## src/rtl/defines.sv

```systemverilog
// Global width macros shared by the fetch slice.
//   DWORD_BITS : PC / address width
//   WORD_BITS  : instruction word width
`ifndef IFETCH_DEFINES_SV
`define IFETCH_DEFINES_SV
`define DWORD_BITS 64
`define WORD_BITS 32
`endif

```

## src/rtl/fetch_pkg.sv

```systemverilog
// Types and constants for the instruction fetch unit.
//   fetch_entry_t : one fetch-buffer slot {pc, instr, filled}
//   FETCH_DEPTH   : default number of buffer entries
//   PTR_W         : pointer width (index plus wrap bit) for FETCH_DEPTH
`ifndef IFETCH_DEFINES_SV
`include "defines.sv"
`endif

package fetch_pkg;

    localparam int FETCH_DEPTH = 4;

    // Pointers carry one extra wrap bit so full and empty are distinguishable.
    function automatic int ptr_w(input int depth);
        return $clog2(depth) + 1;
    endfunction

    localparam int PTR_W = ptr_w(FETCH_DEPTH);

    typedef struct packed {
        logic [`DWORD_BITS-1:0] pc;
        logic [`WORD_BITS-1:0]  instr;
        logic                   filled;
    } fetch_entry_t;

endpackage

```

## src/rtl/ifetch_unit.sv

```systemverilog
// Instruction fetch unit.
// Issues in-order instruction-memory reads at pc_in, advancing the PC on
// every accepted request. Responses are written into a small circular buffer
// in request order and handed to decode over valid/ready. A redirect flushes
// the buffer and arms a drop counter that swallows responses still in flight
// for the discarded requests.
// Ports:
//   clk, rst                 clock, synchronous active-high reset
//   pc_in / pc_en            current PC in, advance/load strobe out
//   redirect                 branch resolved; PC loads its target this cycle
//   imem_req_valid/_addr/_ready   read request channel
//   imem_rsp_valid/_data     in-order read response (always accepted)
//   dec_valid/_instr/_pc/_ready   decode handoff of the head entry
`ifndef IFETCH_DEFINES_SV
`include "defines.sv"
`endif

module ifetch_unit
    import fetch_pkg::*;
#(
    parameter int DEPTH = FETCH_DEPTH
) (
    input  logic                   clk,
    input  logic                   rst,
    input  logic [`DWORD_BITS-1:0] pc_in,
    output logic                   pc_en,
    input  logic                   redirect,
    output logic                   imem_req_valid,
    output logic [`DWORD_BITS-1:0] imem_req_addr,
    input  logic                   imem_req_ready,
    input  logic                   imem_rsp_valid,
    input  logic [`WORD_BITS-1:0]  imem_rsp_data,
    output logic                   dec_valid,
    output logic [`WORD_BITS-1:0]  dec_instr,
    output logic [`DWORD_BITS-1:0] dec_pc,
    input  logic                   dec_ready
);

    localparam int PW    = ptr_w(DEPTH);
    localparam int IDX_W = PW - 1;
    localparam int CW    = $clog2(DEPTH + 1);

    // Buffer storage; only the filled flags need a reset value.
    logic [`DWORD_BITS-1:0] pc_q    [DEPTH];
    logic [`WORD_BITS-1:0]  instr_q [DEPTH];
    logic [DEPTH-1:0]       filled_q;

    logic [PW-1:0] head_q, tail_q, fill_q;
    logic [CW-1:0] drop_cnt_q, drop_cnt_d;

    logic [PW-1:0]    count, unfilled;
    logic [IDX_W-1:0] head_idx, tail_idx, fill_idx;
    logic             full, req_fire, rsp_take, pop;
    logic [PW:0]      drop_sum;
    fetch_entry_t     head_ent;

    assign head_idx = head_q[IDX_W-1:0];
    assign tail_idx = tail_q[IDX_W-1:0];
    assign fill_idx = fill_q[IDX_W-1:0];

    assign count    = tail_q - head_q;
    assign unfilled = tail_q - fill_q;
    // Full uses the registered count only: a pop in the same cycle does not
    // free a slot until the next cycle.
    assign full     = (count == PW'(DEPTH));

    assign imem_req_valid = !rst && !redirect && !full;
    assign imem_req_addr  = pc_in;
    assign req_fire       = imem_req_valid && imem_req_ready;
    assign pc_en          = !rst && (req_fire || redirect);

    assign head_ent  = '{pc: pc_q[head_idx], instr: instr_q[head_idx], filled: filled_q[head_idx]};
    assign dec_valid = !rst && head_ent.filled;
    assign dec_pc    = head_ent.pc;
    assign dec_instr = head_ent.instr;
    assign pop       = dec_valid && dec_ready && !redirect;

    // Responses are only written when no stale response is owed.
    assign rsp_take  = imem_rsp_valid && (drop_cnt_q == '0) && !redirect;

    // On redirect every allocated-but-unfilled request becomes stale; a
    // response arriving in the redirect cycle itself is already discarded,
    // so it is subtracted from the amount still owed.
    always_comb begin
        drop_sum   = (PW+1)'(drop_cnt_q) + (PW+1)'(unfilled) - (PW+1)'(imem_rsp_valid);
        drop_cnt_d = drop_cnt_q;
        if (redirect) begin
            drop_cnt_d = CW'(drop_sum);
        end else if (imem_rsp_valid && (drop_cnt_q != '0)) begin
            drop_cnt_d = drop_cnt_q - CW'(1);
        end
    end

    always_ff @(posedge clk) begin
        if (rst) begin
            head_q     <= '0;
            tail_q     <= '0;
            fill_q     <= '0;
            drop_cnt_q <= '0;
            filled_q   <= '0;
        end else if (redirect) begin
            head_q     <= '0;
            tail_q     <= '0;
            fill_q     <= '0;
            drop_cnt_q <= drop_cnt_d;
            filled_q   <= '0;
        end else begin
            drop_cnt_q <= drop_cnt_d;
            if (req_fire) begin
                pc_q[tail_idx]     <= pc_in;
                filled_q[tail_idx] <= 1'b0;
                tail_q             <= tail_q + PW'(1);
            end
            if (rsp_take) begin
                instr_q[fill_idx]  <= imem_rsp_data;
                filled_q[fill_idx] <= 1'b1;
                fill_q             <= fill_q + PW'(1);
            end
            // Clearing on pop keeps a stale flag from a previous lap from
            // presenting as valid once head wraps onto it.
            if (pop) begin
                filled_q[head_idx] <= 1'b0;
                head_q             <= head_q + PW'(1);
            end
        end
    end

    // A live response must have an allocated, unfilled entry to land in.
    a_rsp_has_slot: assert property (@(posedge clk) disable iff (rst)
        (imem_rsp_valid && (drop_cnt_q == '0)) |-> (fill_q != tail_q));

    // Stale responses owed can never exceed the buffer depth.
    a_drop_bound: assert property (@(posedge clk) disable iff (rst)
        redirect |-> (drop_sum <= (PW+1)'(DEPTH)));

endmodule

```

## config.mk

```make
export PLATFORM = sky130hd
export DESIGN_NAME = ifetch_unit
export DESIGN_NICKNAME = d
export VERILOG_FILES = /design/src/rtl/fetch_pkg.sv /design/src/rtl/ifetch_unit.sv
export VERILOG_INCLUDE_DIRS = /design/src /design/src/rtl
export SDC_FILE = /design/constraint.sdc
export NUM_CORES = 1
export LEC_CHECK = 0
export CAP_MARGIN = 20
export CORE_ASPECT_RATIO = 2
export CORE_UTILIZATION = 35
export DETAILED_ROUTE_END_ITERATION = 16
export PLACE_DENSITY = 0.68
export RECOVER_POWER = 25
export SYNTH_ARGS = -nofsm -noshare
export SYNTH_HDL_FRONTEND = slang
export SYNTH_SLANG_ARGS = --single-unit
export TNS_END_PERCENT = 5
```

## constraint.sdc

```tcl
create_clock -name clk -period 3.8 [get_ports clk]
set_input_delay 0.38 -clock clk [delete_from_list [all_inputs] [get_ports clk]]
set_output_delay 0.38 -clock clk [all_outputs]
set_load 0.02 [all_outputs]
```

---- Word level (Yosys, flattened, before mapping) ----
Memories as Yosys holds them, arrays and structs flattened. A register that Yosys moved wholly into a read port is not among the register bits.
Index checks and enable logic that the tools add are counted.
storage, ports and cells
  flip-flop bits (word level) ............. 16
  bits in latches ......................... 0
  memory bits (writable) .................. 384
  ROM bits ................................ 0
  bits of input ports ..................... 102
  word-level logic and storage cells ...... 77
  memories kept ........................... 2
memories
  name     words  width  read ports  clocked after Yosys merged registers in  write ports  line               source
  pc_q     4      64     1           1                                        1            ifetch_unit.sv:44  logic [`DWORD_BITS-1:0] pc_q [DEPTH];
  instr_q  4      32     1           1                                        1            ifetch_unit.sv:45  logic [`WORD_BITS-1:0] instr_q [DEPTH];
cells by class
  add/sub/neg operators ................... 8
  multipliers ............................. 0
  div/mod/pow operators ................... 0
  $lt $le $gt $ge ......................... 6
  eq/ne operators ......................... 1
  shifts and indexed selects .............. 0
  multiplexer cells ....................... 29
  bitwise operators ....................... 5
  reductions and logical operators ........ 21
operators by type and width
  kind                                                                                  number
  4-bit 2-to-1 mux                                                                      7
  1-bit logical AND                                                                     13
  1-bit 2-to-1 mux                                                                      12
  3-bit by 1-bit adder with 3-bit output (second input constant)                        3
  2-bit by 3-bit less-than comparator with 1-bit output (second input constant)         3
  4-bit AND                                                                             2
  2-bit 2-to-1 mux                                                                      4
  4-bit NOT                                                                             2
  1-bit demux with 2-bit select                                                         3
  2-bit by 1-bit greater-or-equal comparator with 1-bit output (second input constant)  3
  3-bit 2-to-1 mux                                                                      2
  3-bit subtractor                                                                      2
  4-bit bitwise OR                                                                      1
  3-bit adder                                                                           1
  3-bit equality test (second input constant)                                           1
  1-bit logical NOT                                                                     3
  3-bit logical NOT                                                                     1
  3-bit nonzero test                                                                    1
  3-bit by 1-bit subtractor with 3-bit output                                           1
  3-bit by 1-bit subtractor with 3-bit output (second input constant)                   1
  1-bit binary-select mux with 2-bit select                                             1
  2-bit nonzero test                                                                    1
  2-bit OR reduction                                                                    1
  1-bit logical OR                                                                      1

---- Depth between registers and ports, before layout ----
  depth after elaboration ................. 15
  mapped depth ............................ 10

---- Least setup slack after synthesis ----
OpenSTA, ideal clock, no wires.
  kind .................................... register to register
  start point ............................. reg tail_q[0]
  end point ............................... mem pc_q[0][0] in the netlist's numbering, enable pin
  arrival time ............................ 2.864 ns
  data required time ...................... 3.371 ns
  setup slack ............................. 0.507 ns
  cell stages (with the launch flop) ...... 7
  path buffers ............................ 0
  path through ............................ dfxtp_1 inv_1 ha_1 nor2b_1 xnor2_1 o21a_1 and2_1
on the way
  cells in the longest elaborated chain, start to end .. 9
ends and longest elaborated chain
  item                                    line                source
  start, declared                         ifetch_unit.sv:48   logic [PW-1:0] head_q, tail_q, fill_q;
  start signal, assigned                  ifetch_unit.sv:112  tail_q <= tail_q + PW'(1);
  3-bit subtractor                        ifetch_unit.sv:61   assign count = tail_q - head_q;
  3-bit equality test                     ifetch_unit.sv:65   assign full = (count == PW'(DEPTH));
  1-bit logical NOT                       ifetch_unit.sv:67   assign imem_req_valid = !rst && !redirect && !full;
  1-bit logical AND                       ifetch_unit.sv:67
  1-bit logical AND                       ifetch_unit.sv:69   assign req_fire = imem_req_valid && imem_req_ready;
  1-bit 2-to-1 mux                        ifetch_unit.sv:109  if (req_fire) begin
  1-bit 2-to-1 mux                        ifetch_unit.sv:101  end else if (redirect) begin
  1-bit 2-to-1 mux                        ifetch_unit.sv:95   if (rst) begin
  1-bit 2-to-1 mux (not written as such)  ifetch_unit.sv:110  pc_q[tail_idx] <= pc_in;
  end, declared                           ifetch_unit.sv:44
Several ways; a longest one is shown, not always the timed one.

---- Worst setup path after layout ----
  start point ............................. reg tail_q[0]
  end point ............................... out pc_en
on the way
  cells in the longest elaborated chain, start to end .. 7
ends and longest elaborated chain
  item                 line               source
  3-bit subtractor     ifetch_unit.sv:61
  3-bit equality test  ifetch_unit.sv:65
  1-bit logical NOT    ifetch_unit.sv:67
  1-bit logical AND    ifetch_unit.sv:67
  1-bit logical AND    ifetch_unit.sv:69
  1-bit logical OR     ifetch_unit.sv:70  assign pc_en = !rst && (req_fire || redirect);
  1-bit logical AND    ifetch_unit.sv:70
  end, declared        ifetch_unit.sv:26  output logic pc_en,
No other way between the ends.

==> metrics.md <==
| Metric | Value |
|---|---|
| Grt ovf | 0 |
| Worst Path Max Fanout | 6 |
| Cells taking the most area after synthesis | edfxtp_1 (74%), mux4_2 (14%), buf_4 (3.3%) |
| RePlAce Congestion | around 0.75 |
| Unrepaired setup endpoints after global routing | false |
| Number of max-capacitance violations reported | 0 |
| Area fraction of the dominant cell type after synthesis | 74.1% |
| Ratio of cells with drive above 1 in the final layout | ~18% |
| Count of TritonRoute iterations in the first routing pass | 4 |
| Fin area | roughly 20,000 um^2 |
| Multi-input combinational cell area | a little over 3000 um^2 |
| Placed Instances | 1,441 |
| Via count of the first global-routing pass | between 8,000 and 9,000 |
| Kind of launch point of the worst setup path | register |
| Worst slew margin | around 65% |
| Number of top-level design ports | about 270 |
| Sum of negative setup slack | 0 ns |
| Warnings from Yosys | 0 |
| Kind of end point of the critical path | output pin |
| Area growth from synthesis to layout | 26.2% |
| DRT Wirelength | about 31,000 um |
| Final core utilization | 45.0% |
| Worst setup path category | register to output pin |
| Overall Global Routing Usage | 14.2% |
| Final period util | just over 80% |
| Number of vias after detailed routing | 7,382 |
| Detailed-route DRC error count | 0 |
| Post-cts sizing count | 0 |
| Chip height | about 300 um |
| Via density | 4.91 |
| Worst VDD drop | around 0.42 mV |
| Initial antenna violation count | 0 |
| TritonCTS clock tree | yes |
| Clk_skew | 0.0112 ns |
| Number of filler instances in the final layout | approximately 3,700 |
| Clock period minus final worst setup slack | approximately 3.1 ns |
| Die width | roughly 150 um |
| Arrival time of the worst setup path | about 2.8 ns |
| Post-CTS setup buffers | 0 |
| Total placed instance area | between 15,000 and 20,000 um^2 |
| Core area | 43,600 um^2 |
| Number of nets at the end of the flow | ~1,100 |
| Post-synthesis instance area | about 16,000 um^2 |
| Hold bufs inserted after CTS | 0 |
| Leakage component of the power | 6.20 nW |
| Syn Area/Cell | roughly 22 um^2 |
| Highest-count cells in the layout ignoring fill and taps | edfxtp_1 (384), clkdlybuf4s50_1 (204), mux4_2 (97) |
| Share of the yosys chip area belonging to registers | between 70 and 80% |
| Total of flip-flops plus latches after synthesis | around 400 |
| Count of buffers inserted at the top-level ports | 264 |
| Layout Cells excl Fill | approximately 1,500 |
| Estimated wirelength of the detail-placed design | around 20,000 um |
| Clock slew at reported path FFs | ~0.070 ns |
| Antenna Diode Count | 0 |
| Maximum number of buffers from clock root to sink | 3 |
| Power Density | ~460 nW/um^2 |
| CTS root buf | clkbuf_16 |
| Initial core utilization | 35.6% |
| Synth unique cells | 35 |
| CP required | approximately 3.4 ns |
| Largest net degree at the start of global routing | a little over 70 |
| Maximum clock rate | 0.318 GHz |
| Num CTS Buffers | 36 |
| Area enclosed by the die boundary | approximately 45,000 um^2 |
| CTS sink cnt | around 400 |
| Run status | finished, final reports clean |
| Cell accounting for the most synthesized area | edfxtp_1 |
| Total power consumption of the routed design | roughly 0.0090 W |
| Number of instances in the synthesized netlist | 703 |
| Max H-tree Level | 2 |
| Transition at the pin with the smallest max-transition slack | 0.531 ns |
| Routed wirelength normalized by instance count | between 20 and 25 um |
| Antenna-violating nets left | 0 |
| Clock latency of the later-clocked register in the worst-skew pair | about 0.52 ns |
| Type of the worst min-delay path | input pin to register |
| Number of rows created at floorplan | around 110 |
| Nets in the synthesized netlist | about 830 |
| Final Max Slew Viols | 0 |
| Most common cell after layout, fill and taps aside | edfxtp_1 |
| Endpoints failing setup | 0 |
| First DRT Iteration DRCs | approximately 360 |
| Register area | between 10,000 and 15,000 um^2 |
| Global-route wire length before repair | roughly 47,000 um |
| Final hold violation count | 0 |
-- path summary, 6_finish.rpt --
path | from | to | slack, ns | cells after the start
min reg2reg | head_q[2]$_SDFFE_PP0P_ | head_q[2]$_SDFFE_PP0P_ | 0.54 | 2
min | imem_rsp_data[23] | instr_q[1][23]$_DFFE_PP_ | 0.54 | 1
max | tail_q[0]$_SDFFE_PP0N_ | pc_en | 0.65 | 7
max reg2reg | tail_q[0]$_SDFFE_PP0N_ | pc_q[0][50]$_DFFE_PP_ | 1.07 | 7
-- critical path, cell delays in order (launching register included) --
cell and delay, ns:
dfxtp_1 0.47, inv_1 0.13, ha_1 0.19, nor2b_1 0.13
xnor2_1 0.35, o21ai_1 0.17, a21oi_1 0.17, clkdlybuf4s50_1 0.63
-- logic make-up (layout without fill, tap and decap cells) --
family | Yosys count | in the layout | synth area share, %
compound gates | 29 | 29 | 1.34
xor+xnor | 10 | 10 | 0.563
fa+ha+maj | 21 | 21 | 1.88
buf+inv | 104 | 355 | 4.21
flops | 402 | 402 | 76.4
mux | 103 | 103 | 14.5
simple gates | 34 | 34 | 1.12
-- cell type report --
class	instances	area share, %
flip-flops and latches	402	60.6
multi-input cells	197	15.4
repair buffers	278	14.6
clock buffers	46	4.89
well taps	550	3.50
clock inverters	17	0.771
inverters	14	0.274
-- registers in the layout, indices dropped and copies added (netlist names), named ones only --
signal and cells:
drop_cnt_q 3, pc_q 256, instr_q 128, fill_q 3, filled_q 4, tail_q 3
head_q 3
-- through the flow --
step / hold WS, ns / setup slack (ns)
floorplan: 0.471 / 0.507
global placement: 0.524 / 0.496
detailed placement: 0.524 / 0.463
CTS: 0.460 / 0.598
global route: 0.557 / 0.464
finish: 0.535 / 0.655
-- power by group --
| part | leakage (nW) | internal (W) | switching [W] |
|---|---|---|---|
| registers | 3.61 | 0.00491 | 0.0000203 |
| logic | 2.04 | 0.000290 | 0.000308 |
| clock network | 0.548 | 0.00194 | 0.00153 |
-- metal layers --
metal	routed length (um)	global-route usage (%)
met1	11400	15.1
met2	17700	27.2
met3	1400	2.25
met4	954	5.67
met5	0	0
-- synth_stat cells --
library cell,number
a21oi_1,8
nor2_1,9
and2_1,8
or2_0,1
a311oi_1,3
nand3_1,1
xor2_1,2
o31ai_1,1
o211a_1,1
mux2i_1,3
o211ai_1,2
buf_2,8
a211oi_1,2
fa_1,4
dfxtp_1,18
nand2b_1,1
xnor2_1,8
a311o_1,4
o21ai_1,1
a41o_1,1
mux2_2,3
buf_4,68
clkbuf_1,12
edfxtp_1,384
nor2b_1,3
mux4_2,97
buf_1,2
o21a_1,2
nor3_1,1
nand2_1,8
and4bb_2,1
a31oi_1,4
ha_1,17
inv_1,14
or2_2,1
Note: power is estimated with default switching activity, not from simulation.
